$ cat config.mk
export PLATFORM = sky130hd
export DESIGN_NAME = voice_allocator
export DESIGN_NICKNAME = d
export VERILOG_FILES = /design/src/rtl/synth_pkg.sv /design/src/rtl/voice_slot.sv /design/src/rtl/voice_allocator.sv
export SDC_FILE = /design/constraint.sdc
export NUM_CORES = 1
export LEC_CHECK = 0
export ABC_AREA = 1
export BUFFER_PORTS_ARGS = -buffer_cell sky130_fd_sc_hd__buf_4
export CORE_UTILIZATION = 56
export DETAILED_ROUTE_END_ITERATION = 10
export GPL_TIMING_DRIVEN = 1
export HOLD_SLACK_MARGIN = 0.1
export MAX_ROUTING_LAYER = met4
export PLACE_DENSITY = 0.81
export SETUP_SLACK_MARGIN = 0.15
export SLEW_MARGIN = 25
export SYNTH_ARGS = -nofsm -noshare
export SYNTH_HDL_FRONTEND = slang
export SYNTH_SLANG_ARGS = --single-unit
$ cat constraint.sdc
create_clock -name clk -period 4.3 [get_ports clk]
set_clock_uncertainty 0.15 [all_clocks]
set_input_delay 0.215 -clock clk [delete_from_list [all_inputs] [get_ports clk]]
set_output_delay 0.215 -clock clk [all_outputs]
set_load 0.1 [all_outputs]
$ cat src/rtl/synth_pkg.sv
// Shared types and MIDI field widths for the voice allocator and its voice slots.
package synth_pkg;

  localparam int MIDI_NOTE_W = 7;
  localparam int MIDI_VEL_W  = 7;

  typedef enum logic [1:0] {V_FREE, V_ACTIVE, V_RELEASING} voice_state_t;
  typedef enum logic [1:0] {S_IDLE, S_SCAN, S_COMMIT} alloc_state_t;

endpackage

$ cat src/rtl/voice_slot.sv
// One voice of the pool: holds state, note, velocity, allocation stamp and release countdown.
module voice_slot
  import synth_pkg::*;
#(
  parameter int STAMP_W = 8,
  parameter int REL_W   = 9
) (
  input  logic                   clk,
  input  logic                   reset_n,
  input  logic                   tick,
  input  logic                   do_assign,
  input  logic                   do_release,
  input  logic [MIDI_NOTE_W-1:0] note_in,
  input  logic [MIDI_VEL_W-1:0]  vel_in,
  input  logic [STAMP_W-1:0]     stamp_in,
  input  logic [REL_W-1:0]       rel_len,
  output voice_state_t           state,
  output logic [MIDI_NOTE_W-1:0] note,
  output logic [MIDI_VEL_W-1:0]  vel,
  output logic [STAMP_W-1:0]     stamp,
  output logic                   trig
);

  logic [REL_W-1:0] rel_cnt;

  // Commands from the allocator take priority over a coincident tick.
  always_ff @(posedge clk or negedge reset_n) begin
    if (!reset_n) begin
      state   <= V_FREE;
      note    <= '0;
      vel     <= '0;
      stamp   <= '0;
      rel_cnt <= '0;
      trig    <= 1'b0;
    end else begin
      trig <= do_assign;
      if (do_assign) begin
        state <= V_ACTIVE;
        note  <= note_in;
        vel   <= vel_in;
        stamp <= stamp_in;
      end else if (do_release) begin
        state   <= V_RELEASING;
        rel_cnt <= rel_len;
      end else if (state == V_RELEASING && tick) begin
        rel_cnt <= rel_cnt - 1'b1;
        if (rel_cnt == REL_W'(1)) state <= V_FREE;
      end
    end
  end

endmodule

$ cat src/rtl/voice_allocator.sv
// Polyphonic voice allocator: sequential scan of the voice pool per MIDI event.
// Define VOICE_STEAL_EN to steal the oldest active voice when the pool is full.
module voice_allocator
  import synth_pkg::*;
#(
  parameter int NUM_VOICES = 4,
  parameter int REL_TICKS  = 64,
  parameter int STAMP_W    = 8
) (
  input  logic                              clk,
  input  logic                              reset_n,
  input  logic                              ev_valid,
  output logic                              ev_ready,
  input  logic                              ev_note_on,
  input  logic [MIDI_NOTE_W-1:0]            ev_note,
  input  logic [MIDI_VEL_W-1:0]             ev_vel,
  input  logic                              tick,
  input  logic [1:0]                        rel_sel,
  output logic [NUM_VOICES-1:0]             voice_gate,
  output logic [NUM_VOICES-1:0]             voice_busy,
  output logic [NUM_VOICES-1:0]             voice_trig,
  output logic [NUM_VOICES*MIDI_NOTE_W-1:0] voice_note,
  output logic [NUM_VOICES*MIDI_VEL_W-1:0]  voice_vel,
  output logic                              drop_pulse
);

  localparam int IDX_W = (NUM_VOICES > 1) ? $clog2(NUM_VOICES) : 1;
  localparam int REL_W = $clog2(4 * REL_TICKS + 1);

  alloc_state_t state, state_nxt;

  logic [IDX_W-1:0]       scan_k;
  logic                   ev_on_q;
  logic [MIDI_NOTE_W-1:0] ev_note_q;
  logic [MIDI_VEL_W-1:0]  ev_vel_q;
  logic [STAMP_W-1:0]     stamp_now;

  logic                   match_found, free_found, rel_found;
  logic [IDX_W-1:0]       match_idx, free_idx, rel_idx;
  logic [STAMP_W-1:0]     rel_age;
`ifdef VOICE_STEAL_EN
  logic                   act_found;
  logic [IDX_W-1:0]       act_idx;
  logic [STAMP_W-1:0]     act_age;
`endif

  voice_state_t           slot_state [NUM_VOICES];
  logic [MIDI_NOTE_W-1:0] slot_note  [NUM_VOICES];
  logic [MIDI_VEL_W-1:0]  slot_vel   [NUM_VOICES];
  logic [STAMP_W-1:0]     slot_stamp [NUM_VOICES];

  logic [NUM_VOICES-1:0]  assign_vec, release_vec;
  logic                   do_assign;
  logic [IDX_W-1:0]       sel_idx;
  logic                   handshake, last_k;
  voice_state_t           cur_state;
  logic [MIDI_NOTE_W-1:0] cur_note;
  logic [STAMP_W-1:0]     cur_age;
  logic [REL_W-1:0]       rel_len;

  assign ev_ready  = (state == S_IDLE);
  assign handshake = ev_valid && ev_ready;
  assign last_k    = (scan_k == IDX_W'(NUM_VOICES - 1));
  assign cur_state = slot_state[scan_k];
  assign cur_note  = slot_note[scan_k];
  assign cur_age   = stamp_now - slot_stamp[scan_k];
  assign rel_len   = REL_W'((32'(rel_sel) + 32'd1) * REL_TICKS);

  always_ff @(posedge clk or negedge reset_n) begin
    if (!reset_n) state <= S_IDLE;
    else          state <= state_nxt;
  end

  always_comb begin
    state_nxt   = state;
    do_assign   = 1'b0;
    sel_idx     = '0;
    drop_pulse  = 1'b0;
    assign_vec  = '0;
    release_vec = '0;
    unique case (state)
      S_IDLE:   if (handshake) state_nxt = S_SCAN;
      S_SCAN:   if (last_k)    state_nxt = S_COMMIT;
      S_COMMIT: begin
        state_nxt = S_IDLE;
        if (ev_on_q) begin
          if (match_found) begin
            do_assign = 1'b1;
            sel_idx   = match_idx;
          end else if (free_found) begin
            do_assign = 1'b1;
            sel_idx   = free_idx;
          end else if (rel_found) begin
            do_assign = 1'b1;
            sel_idx   = rel_idx;
`ifdef VOICE_STEAL_EN
          end else if (act_found) begin
            do_assign = 1'b1;
            sel_idx   = act_idx;
`endif
          end else begin
            drop_pulse = 1'b1;
          end
        end else if (match_found) begin
          release_vec[match_idx] = 1'b1;
        end
        if (do_assign) assign_vec[sel_idx] = 1'b1;
      end
      default:  state_nxt = S_IDLE;
    endcase
  end

  // Candidate registers; strict '>' on age keeps the lowest index on ties.
  always_ff @(posedge clk or negedge reset_n) begin
    if (!reset_n) begin
      scan_k      <= '0;
      ev_on_q     <= 1'b0;
      ev_note_q   <= '0;
      ev_vel_q    <= '0;
      stamp_now   <= '0;
      match_found <= 1'b0;
      free_found  <= 1'b0;
      rel_found   <= 1'b0;
      match_idx   <= '0;
      free_idx    <= '0;
      rel_idx     <= '0;
      rel_age     <= '0;
`ifdef VOICE_STEAL_EN
      act_found   <= 1'b0;
      act_idx     <= '0;
      act_age     <= '0;
`endif
    end else begin
      if (handshake) begin
        ev_on_q     <= ev_note_on && (ev_vel != '0);
        ev_note_q   <= ev_note;
        ev_vel_q    <= ev_vel;
        scan_k      <= '0;
        match_found <= 1'b0;
        free_found  <= 1'b0;
        rel_found   <= 1'b0;
`ifdef VOICE_STEAL_EN
        act_found   <= 1'b0;
`endif
      end
      if (state == S_SCAN) begin
        scan_k <= scan_k + 1'b1;
        if (cur_state == V_ACTIVE && cur_note == ev_note_q && !match_found) begin
          match_found <= 1'b1;
          match_idx   <= scan_k;
        end
        if (cur_state == V_FREE && !free_found) begin
          free_found <= 1'b1;
          free_idx   <= scan_k;
        end
        if (cur_state == V_RELEASING && (!rel_found || cur_age > rel_age)) begin
          rel_found <= 1'b1;
          rel_idx   <= scan_k;
          rel_age   <= cur_age;
        end
`ifdef VOICE_STEAL_EN
        if (cur_state == V_ACTIVE && (!act_found || cur_age > act_age)) begin
          act_found <= 1'b1;
          act_idx   <= scan_k;
          act_age   <= cur_age;
        end
`endif
      end
      if (do_assign) stamp_now <= stamp_now + 1'b1;
    end
  end

  for (genvar i = 0; i < NUM_VOICES; i++) begin : g_slot
    voice_slot #(
      .STAMP_W(STAMP_W),
      .REL_W  (REL_W)
    ) u_slot (
      .clk       (clk),
      .reset_n   (reset_n),
      .tick      (tick),
      .do_assign (assign_vec[i]),
      .do_release(release_vec[i]),
      .note_in   (ev_note_q),
      .vel_in    (ev_vel_q),
      .stamp_in  (stamp_now),
      .rel_len   (rel_len),
      .state     (slot_state[i]),
      .note      (slot_note[i]),
      .vel       (slot_vel[i]),
      .stamp     (slot_stamp[i]),
      .trig      (voice_trig[i])
    );
    assign voice_gate[i] = (slot_state[i] == V_ACTIVE);
    assign voice_busy[i] = (slot_state[i] != V_FREE);
    assign voice_note[MIDI_NOTE_W*i +: MIDI_NOTE_W] = slot_note[i];
    assign voice_vel[MIDI_VEL_W*i +: MIDI_VEL_W]    = slot_vel[i];
  end

endmodule

==> metrics.txt, run 1 <==
Worst setup EP type flop; I/O Pins 91; total track usage between 20% and 30%; Final min period approximately 3.8 ns; CP Class reg -> reg; Synth area leaders dfrtp_1 (50%), nand2_1 (14%), o21ai_0 (6.7%), nand3_1 (4.0%), inv_1 (3.9%); Syn. warnings 0; gpl congestion 0.931; Synth Area per Inst 8.31 sq um; die area 0.0167 sq mm; status completed; Post-synth EDFFs 0; Worst Tran Pin Value about 0.97 ns; FF+latch count, synth 180; post-synth top area share about 50%; Lkg Pwr roughly 5.3 nW; Worst-Skew Late Latency ~0.44 ns; maximum VDD drop around 0.00056 V; post-synth cell types 47; RSZ-0062 raised after global routing no; Clk Tree Root Cell clkbuf_16; Top Metal Used met4; final net count 1229; WL met1 ~9.3 mm; fmax between 200 and 300 MHz; CTS tree built; syn nets approximately 1100; PwrDens a little under 800 mW/mm^2; largest net degree at the start of global routing 93; share of layout cells above drive strength 1 14.9%; Syn-to-layout area delta 17.3%; WL/cell roughly 15 um; met3 WL around 1.5 mm; vias in the first global route around 7500; Critical Path AT 3.99 ns; fin util 67.0%; Post-CTS Setup Inserts 0; final setup vio count 0; Worst EP required 4.48 ns; Die Width 129 um; Slew Limit Fails 0; clock buffer count from CTS 17; num rows 46; clock-pin slew of the registers on the worst-case setup and hold paths approximately 0.07 ns; Die Y 129 um; slew margin rel. roughly a third; crit path max fanout 15; initial antenna violation count 0; PortBufs 90; via count 7796; Routed Antenna Nets 0; register area share after synthesis around 50%; Initial Utilization a little under three fifths; hpwl dp 14.7 mm; Hold Path Class in -> reg; ys async rst share between 90% and 100%; DR DRC count 0; Top FF cell, synth dfrtp_1; Clock Path Buffers 2; number of antenna diodes 0; clock sinks 180; met2 WL post-DR 10.5 mm; Total Wirelength approximately 22 mm; drt pass-1 iters 5; global-route wire length before repair ~37 mm; Core Area between 0.015 and 0.02 sq mm; max cap viols 0; initial DRC count 566; synthesized area roughly 0.009 sq mm; final worst-path cycle share approximately nine tenths; fillcell total 1239; Critical Path Source Type flop; remaining global-route overflow 0; Fin. Hold Viols 0; cell taking the most area after synthesis dfrtp_1; H-tree depth 4; setup TNS 0 ns; Via density roughly 5.5; Post-Synthesis Cells ~1100
==> metrics by stage <==
stage	instances	power (mW)	instance area, sq um	setup slack (ns)	hold WS (ns)
6_report	1409	8.23	10600	0.487	0.125
2_1_floorplan	1088	5.66	9040	0.820	-0.231
3_3_place_gp	1358	6.42	9810	0.595	0.183
4_1_cts	1409	8.20	10600	0.399	0.125
3_5_place_dp	1358	6.57	9810	0.431	0.187
5_1_grt	1409	8.79	10600	0.251	0.154
==> placed cells by master, fill, tap and decap left out, types with 25 or more instances in the layout <==
cell type  count
buf_4         97
inv_1         94
o21ai_0      121
nor2_1        56
xor2_1        26
nand3_1       73
o21ai_1       25
nand2_1      325
ha_1          27
dfrtp_1      179
==> cells in the mapped netlist, types with 2 or more instances <==
cell type    n
nand2_2      8
a21oi_1     21
nand3_1     73
buf_4        6
nor2_4       2
o31ai_1      2
nand2_1    326
nor3_1      10
a21o_1       2
buf_6        7
o21ai_2      9
inv_1       94
xor2_1      26
nand3b_1     5
nand3_2      5
clkbuf_1    13
inv_2        7
buf_1        2
buf_2       16
o22ai_1      6
o21ai_0    121
nand4_1      8
ha_1        27
xnor2_1      3
or2_2        4
o21ai_1     25
a32o_1       6
nor2_1      56
dfrtp_1    180
==> layout make-up <==
type | count | area (sq um) | area share, %
sequential | 180 | 4510 | 42.5
multi-input combinational | 759 | 3880 | 36.6
timing repair buffer | 118 | 950 | 8.95
clock buffer | 17 | 425 | 4.01
inverter | 104 | 399 | 3.76
tap | 216 | 270 | 2.55
clock inverter | 15 | 176 | 1.66
==> report_power, final <==
group	leakage [nW]	switching (mW)	total, mW	internal (mW)
Clock	0.296	0.758	1.60	0.839
Sequential	2.34	0.383	2.54	2.15
Combinational	2.68	2.90	4.10	1.20
==> path summary, 6_finish.rpt <==
path	start	end	slack (ns)	depth (start not counted)
max in group asynchronous	reset_n	scan_k[0]$_DFFE_PN0P_	2.78	3
min in group asynchronous	reset_n	g_slot[1].u_slot.rel_cnt[5]$_DFFE_PN0P_	0.24	2
worst min-delay path	rel_sel[1]	g_slot[2].u_slot.rel_cnt[7]$_DFFE_PN0P_	0.12	6
worst max-delay path	scan_k[1]$_DFFE_PN0P_	rel_age[6]$_DFFE_PN0P_	0.49	19
worst max register to register	scan_k[1]$_DFFE_PN0P_	rel_age[6]$_DFFE_PN0P_	0.49	19
worst min register to register	rel_age[7]$_DFFE_PN0P_	rel_age[7]$_DFFE_PN0P_	0.33	2
==> sequential cells by signal, summed over array words and instances (netlist names), 4 cells and up <==
name and cells:
ev_note_q 7, ev_vel_q 7, g_slot.u_slot.note 28, g_slot.u_slot.rel_cnt 36, g_slot.u_slot.stamp 32, g_slot.u_slot.state 8
g_slot.u_slot.trig 4, g_slot.u_slot.vel 28, rel_age 8, stamp_now 8
==> cell families (layout without fill, tap and decap cells) <==
kind of cell | after synthesis | count (layout) | share of synthesized area (%)
compound gates | 200 | 200 | 12.4
xor+xnor | 29 | 29 | 2.81
fa+ha+maj | 28 | 28 | 3.96
buf+inv | 149 | 254 | 7.33
flops | 180 | 180 | 49.8
simple gates | 502 | 502 | 23.7
==> critical path, cell delays in order (launching register included) <==
cell and delay, ns:
dfrtp_1 0.38, inv_1 0.39, o21ai_0 0.22, o22ai_1 0.19, ha_1 0.18, inv_1 0.06, fa_1 0.42, nand4_1 0.11
nand3_1 0.08, xor2_1 0.17, ha_1 0.28, nand2_1 0.06, nor2_1 0.15, nand2_1 0.08, nand2_1 0.07, nand2_1 0.05
nand2_1 0.27, nand2_2 0.22, nand2_1 0.11, nand2_1 0.05
==> metal layers <==
metal / vias up / GRT usage [%]
met1: 3745 / 37.4
met3: 47 / 6.23
met2: 294 / 46.0
met5: - / -
met4: 0 / 11.0
li1: 3710 / -
==> repair_timing <==
item                                   in CTS  in global routing
setup endpoints to repair                   0                 11
hold buffers                               19                  0
gates resized for setup                     0                  3
endpoints found under the hold margin     108                  0
No activity file was read; power rests on OpenSTA's default activity.
==> run 2: changes to the inputs <==
Settings changed: CORE_UTILIZATION 56 to 59, PLACE_DENSITY 0.81 to 0.76.
==> run 2 against run 1 <==
Power is 0.86% lower; hold slack better by 0.0032 ns; clock power is 4% lower.
==> metrics.txt, run 2 (same netlist as run 1, synthesis figures left out) <==
Clock Path Buffers 2; fin util between 70% and 80%; Via density around 5.5; WL/cell 15.3 um; clock-pin slew of the registers on the worst-case setup and hold paths approximately 0.070 ns; Core Area approximately 0.015 sq mm; Routed Antenna Nets 0; via count around 7500; biggest regs g_slot.u_slot.rel_cnt: 36 flops, g_slot.u_slot.stamp: 32 flops; Hold Path Class in -> reg; total track usage 29.8%; Syn-to-layout area delta 17.2%; remaining global-route overflow 0; hpwl dp between 10 and 15 mm; Lkg Pwr about 5.4 nW; maximum VDD drop between 0.0005 and 0.0006 V; final net count around 1200; initial DRC count about 500; delay-heaviest family, CP simple AND/OR/NAND/NOR gates; crit path max fanout 17; clock sinks 180; R2R cell count 19; die area roughly 0.016 sq mm; non-filler instance count after layout ~1400; CP Cell Sequence inv_2, o21ai_0, o22ai_1, ha_1, inv_1, fa_1, nand4_1, nand3_1, xor2_1, ha_1, nand2_1, nor2_1, nand2_1, nand2_1, nand2_1, nand2_1, nand2_2, nand2_1, nand2_1; global-route wire length before repair 36.0 mm; clock buffer count from CTS 17; max reg flops 36; DR DRC count 0; Critical Path AT about 4 ns; Top reg by flops g_slot.u_slot.rel_cnt; setup ws final roughly 0.57 ns; final worst-path cycle share 86.8%; Final min period approximately 3.7 ns; final setup vio count 0; most frequent CP cell nand2_1; Clk Tree Root Cell clkbuf_16; share of layout cells above drive strength 1 roughly 15%; Worst EP required around 4.5 ns; Die Width 126 um; Buf/Inv on CP 2; most common cell after layout, fill and taps aside nand2_1; number of antenna diodes 0; H-tree depth 4; gpl congestion just under 0.9; pre-CTS setup slack ~0.38 ns; Worst setup EP type flop; Worst-Skew Late Latency ~0.44 ns; Die Y about 130 um; Initial Utilization between 60% and 70%; largest net degree at the start of global routing 100; CP Class reg -> reg; Worst Tran Pin Value 0.999 ns; most frequent cells in the layout nand2_1 (325), dfrtp_1 (179), o21ai_0 (121); status completed; fillcell total roughly 1100; Post-CTS Setup Inserts 0; I/O Pins 91; Critical Path Source Type flop; setup TNS 0 ns; Slew Limit Fails 0; slew margin rel. between 30% and 40%; vias in the first global route approximately 7300; num rows 44; PwrDens roughly 770 mW/mm^2; max cap viols 0; CP max stage delay around 0.53 ns; Min-Delay Path Depth 6; overall power between 8 and 9 mW; Levels on crit path 19; initial antenna violation count 0; Fin. Hold Viols 0; fmax around 270 MHz; Worst path slowest cell dfrtp_2; RSZ-0062 raised after global routing no; CTS tree built; Total Wirelength about 21 mm; drt pass-1 iters 5; PortBufs 90; placed cells about 1300
## run 2: changes by cell type in the layout (fill, tap and decap cells not counted)
| cell | delta |
|---|---|
| bufinv_16 | -1 |
| clkinv_4 | +1 |
| inv_2 | +1 |
| clkinvlp_4 | -1 |
| inv_6 | -2 |
| clkinv_2 | +1 |
| buf_16 | +1 |
| dlygate4sd3_1 | +2 |
| clkinv_8 | +1 |
## run 2: repair_timing
item	CTS	global route
hold endpoints to repair	119	21
hold buffers	20	1
endpoints found under the setup margin	0	11
resized for setup	0	2
## run 2: final cells by class
cell class | instances | area (sq um) | area share (%)
clock inverter | 15 | 156 | 1.48
sequential | 180 | 4510 | 42.5
inverter | 104 | 398 | 3.75
clock buffer | 17 | 425 | 4.01
tap | 184 | 230 | 2.17
multi-input combinational | 759 | 3880 | 36.7
timing repair buffer | 121 | 997 | 9.41
## run 2: routing by layer
layer / track usage (%) / wire [um] / vias up
li1: - / - / 3711
met1: 40.8 / 9940 / 3588
met2: 45.5 / 9860 / 200
met3: 5.78 / 1080 / 31
met4: 8.36 / 274 / 0
met5: - / 0 / -
## run 2: worst register-to-register path, stage by stage (launching register included)
cell and delay, ns:
dfrtp_2 0.53, inv_2 0.29, o21ai_0 0.14, o22ai_1 0.18, ha_1 0.18, inv_1 0.06
fa_1 0.42, nand4_1 0.11, nand3_1 0.09, xor2_1 0.17, ha_1 0.29, nand2_1 0.07
nor2_1 0.14, nand2_1 0.07, nand2_1 0.06, nand2_1 0.05, nand2_1 0.25, nand2_2 0.22
nand2_1 0.10, nand2_1 0.05
## run 2: report_power, final
| part | leakage (nW) | switching, mW | internal, mW |
|---|---|---|---|
| registers | 2.34 | 0.371 | 2.15 |
| clock network | 0.291 | 0.758 | 0.780 |
| logic | 2.72 | 2.89 | 1.21 |
## run 2: stage by stage
stage,hold WS (ns),instance area [sq um]
after floorplan,-0.231,9040
after global placement,0.234,9770
after detailed placement,0.229,9770
after CTS,0.112,10600
after global routing,0.151,10600
final,0.128,10600
## run 2: final timing paths
kind / startpoint / to / slack [ns]
setup / recovery: scan_k[0]$_DFFE_PN0P_ / rel_age[0]$_DFFE_PN0P_ / 0.57
hold / removal: rel_sel[1] / g_slot[2].u_slot.rel_cnt[7]$_DFFE_PN0P_ / 0.13
setup reg to reg: scan_k[0]$_DFFE_PN0P_ / rel_age[0]$_DFFE_PN0P_ / 0.57
hold reg to reg: rel_age[6]$_DFFE_PN0P_ / rel_age[6]$_DFFE_PN0P_ / 0.33
max in group asynchronous: reset_n / scan_k[0]$_DFFE_PN0P_ / 2.74
min in group asynchronous: reset_n / g_slot[1].u_slot.stamp[3]$_DFFE_PN0P_ / 0.57
==> run 3: changes to the inputs <==
Settings changed: CORE_UTILIZATION 59 to 60, PLACE_DENSITY 0.76 to 0.83, SYNTH_HIERARCHICAL set to 1.
==> run 3 against run 2 <==
Register-to-register slack worse by 0.03 ns; sequential power about the same; non-clock buffer count up 1; flip-flop and latch count unchanged; sequential share of layout area down 2.3 points; global-route usage up 2.8 points; routed wire length up 17%; die area up 3.5%; clock power up 4%; largest cell class unchanged; largest power group unchanged; highest routed layer unchanged.
==> metrics.txt, run 3 <==
status completed; Net Sw Power approximately 3.6 mW; gpl congestion a little under 0.9; DR DRC count 0; post-synthesis mux area share 0%; reg-to-reg critical path startpoint scan_k[0]$_DFFE_PN0P_; share of layout cells above drive strength 1 roughly an eighth; ys async rst share 100%; crit path max fanout 22; Reg power frac 33.1%; CP startpoint scan_k[0]$_DFFE_PN0P_; Slew Limit Fails 0; final worst-path cycle share around 88%; most common cell after layout, fill and taps aside nand2_1; placed cells approximately 1600; vias in the first global route around 8200; Syn-to-layout area delta 17.7%; largest net degree at the start of global routing 87; Via density approximately 5.4; Switching Fraction between 40% and 50%; largest family of logic cells by synthesized area simple AND/OR/NAND/NOR gates; Top FF cell, synth dfrtp_1; die area approximately 0.016 sq mm; PortBufs 90; biggest regs g_slot.u_slot/rel_cnt: 36 flops, g_slot.u_slot/stamp: 32 flops; post-synth cell types 36; Lkg Pwr between 6 and 7 nW; post-synth top area share between 40% and 50%; CP Class reg -> reg; max cap viols 0; most frequent cells in the layout nand2_1 (568), dfrtp_1 (180), buf_4 (103); max reg flops 36; global routing usage on met2 ~52%; Fin. Hold Viols 0; Clock power frac a little over a fifth; Post-Synth XOR/XNOR Area under 10%; RSZ-0062 raised after global routing no; GR met1 Demand/Resource about 41%; Syn. warnings 6; register area share after synthesis between 40% and 50%; final hold slack roughly 0.19 ns; Synth area leaders dfrtp_1 (47%), nand2_1 (22%), nand3_1 (4.5%), nor2_1 (4.1%), inv_1 (3.9%); num rows 45; met3 usage between 6 and 7%; I/O Pins around 90; initial antenna violation count 0; end of the critical path rel_age[7]$_DFFE_PN0P_; fin util approximately 73%; Internal a little under 4 mW; global-route wire length before repair between 30 and 40 mm; Post-synth EDFFs 0; R2R Setup Slk approximately 0.54 ns; CTS tree built; non-filler instance count after layout ~1600; Combinational Power Share 45.8%; synthesized area 0.00952 sq mm; Critical Path Source Type flop; drt pass-1 iters 7; Synth Area in Adders between 3 and 4%; commonest cells in the netlist nand2_1 (569), dfrtp_1 (180), nor2_1 (105); Post-CTS Setup Inserts 0; capture point of the worst reg-to-reg path rel_age[7]$_DFFE_PN0P_; Hold Path Class in -> reg; Clk Tree Root Cell clkbuf_16; WL/cell ~15 um; Post-Synthesis Cells between 1000 and 1500; final setup vio count 0; maximum VDD drop between 0.0004 and 0.0005 V; final net count about 1500; Synth Area in Compound Gates under 10%; Clock Path Buffers 2; slew margin rel. 44.2%; Critical Path AT between 3 and 4 ns; R2R cell count 20; clock-pin slew of the registers on the worst-case setup and hold paths approximately 0.07 ns; FF+latch count, synth 180; fillcell total roughly 1200; Worst Tran Pin Value 0.838 ns; Top Usage Layer GRT met2; Total Wirelength roughly 25 mm; cell with the most instances after synthesis nand2_1; Worst-Skew Late Latency roughly 0.45 ns; setup TNS 0 ns; Worst setup EP type flop; Synth Area in Simple Gates roughly 33%; clock sinks 180; hpwl dp about 16 mm; Worst EP required between 4 and 5 ns; total track usage between 30% and 40%; Die Y 128 um; fmax roughly 270 MHz; number of antenna diodes 0; Routed Antenna Nets 0; PwrDens just under 700 mW/mm^2; via count roughly 9000; Synth Area per Inst between 7 and 8 sq um; H-tree depth 4; initial DRC count ~670; cell taking the most area after synthesis dfrtp_1; Core Area around 0.015 sq mm; clock buffer count from CTS 17; Die Width 128 um; Final min period 3.76 ns; Initial Utilization about three fifths; Top reg by flops g_slot.u_slot/rel_cnt; remaining global-route overflow 0
[run 3: changes by cell type after synthesis, sizes merged, moves of 2 or more]
cell    change
nor3        -2
o211ai      +7
xor2       -19
a21oi       +5
clkbuf     -10
o22ai       -4
nor2       +47
nand2     +237
nand3b      -3
buf         +9
nand3       +8
o21ai      -85
o31ai       -2
inv         +4
[run 3: logic make-up (layout without fill, tap and decap cells)]
kind of cell	Yosys count	after routing
simple gates	792	792
flops	180	180
buf+inv	151	261
compound gates	120	120
fa+ha+maj	29	29
xor+xnor	11	11
other cells	1	24
[run 3: final cells by class]
class	instances	area, sq um	share of cell area, %
Clock buffer	17	425	3.80
Clock inverter	15	190	1.70
Sequential cell	180	4500	40.2
Timing Repair Buffer	122	966	8.62
Inverter	107	422	3.76
Tap cell	211	264	2.36
Multi-Input combinational cell	976	4440	39.6
[run 3: repair_timing]
action / in CTS / in global routing
gates resized for setup: 0 / 3
endpoints found under the setup margin: 0 / 11
endpoints found under the hold margin: 102 / 0
hold buffers: 17 / 0
[run 3: power groups by stage]
stage / clock, mW / combinational [mW] / sequential, mW
2_1_floorplan: 0 / 2.13 / 3.00
3_3_place_gp: 0 / 3.31 / 2.53
3_5_place_dp: 0 / 3.42 / 2.53
4_1_cts: 1.62 / 3.45 / 2.51
5_1_grt: 1.69 / 3.88 / 2.58
6_report: 1.60 / 3.49 / 2.52
[run 3: per-layer routing]
metal  up-vias  routed length (um)
met5         -                   0
met4         0                 641
met3        60                1630
met2       332               12000
met1      4141               10500
li1       4257                   -
[run 3: worst min-delay path by stage]
stage                                                    endpoint  startpoint  cells after the start  slack [ns]
after CTS                 g_slot[0].u_slot/rel_cnt[6]$_DFFE_PN0P_        tick                      5        0.18
after global placement    g_slot[1].u_slot/rel_cnt[5]$_DFFE_PN0P_     reset_n                      1        0.19
after detailed placement  g_slot[1].u_slot/rel_cnt[5]$_DFFE_PN0P_     reset_n                      1        0.19
after global routing      g_slot[0].u_slot/rel_cnt[6]$_DFFE_PN0P_        tick                      5        0.20
final                     g_slot[0].u_slot/rel_cnt[6]$_DFFE_PN0P_        tick                      5        0.19
after floorplan                          ev_note_q[0]$_DFFE_PN0P_     reset_n                      0       -0.23
[run 3: metrics by stage]
stage / area (sq um) / worst slack, ns / power, mW
after floorplan: 9610 / 0.522 / 5.12
after global placement: 10400 / 0.485 / 5.84
after detailed placement: 10400 / 0.249 / 5.95
after CTS: 11200 / 0.226 / 7.59
after global routing: 11200 / 0.172 / 8.15
final: 11200 / 0.537 / 7.61
[run 3: worst max-delay path, stage by stage, from the launching register on]
cell	delay, ns
dfrtp_1	0.41
inv_2	0.32
nand2_1	0.11
a32oi_1	0.29
inv_1	0.08
ha_1	0.28
nand2_1	0.05
o21ai_1	0.25
nand2_1	0.14
nand3_1	0.11
nand2_1	0.08
ha_1	0.31
nand2_1	0.07
nor2_1	0.15
nand2_1	0.07
nand2_1	0.05
nand2_1	0.05
nand2_1	0.28
nand2_2	0.24
nand2_1	0.12
nand2_1	0.05
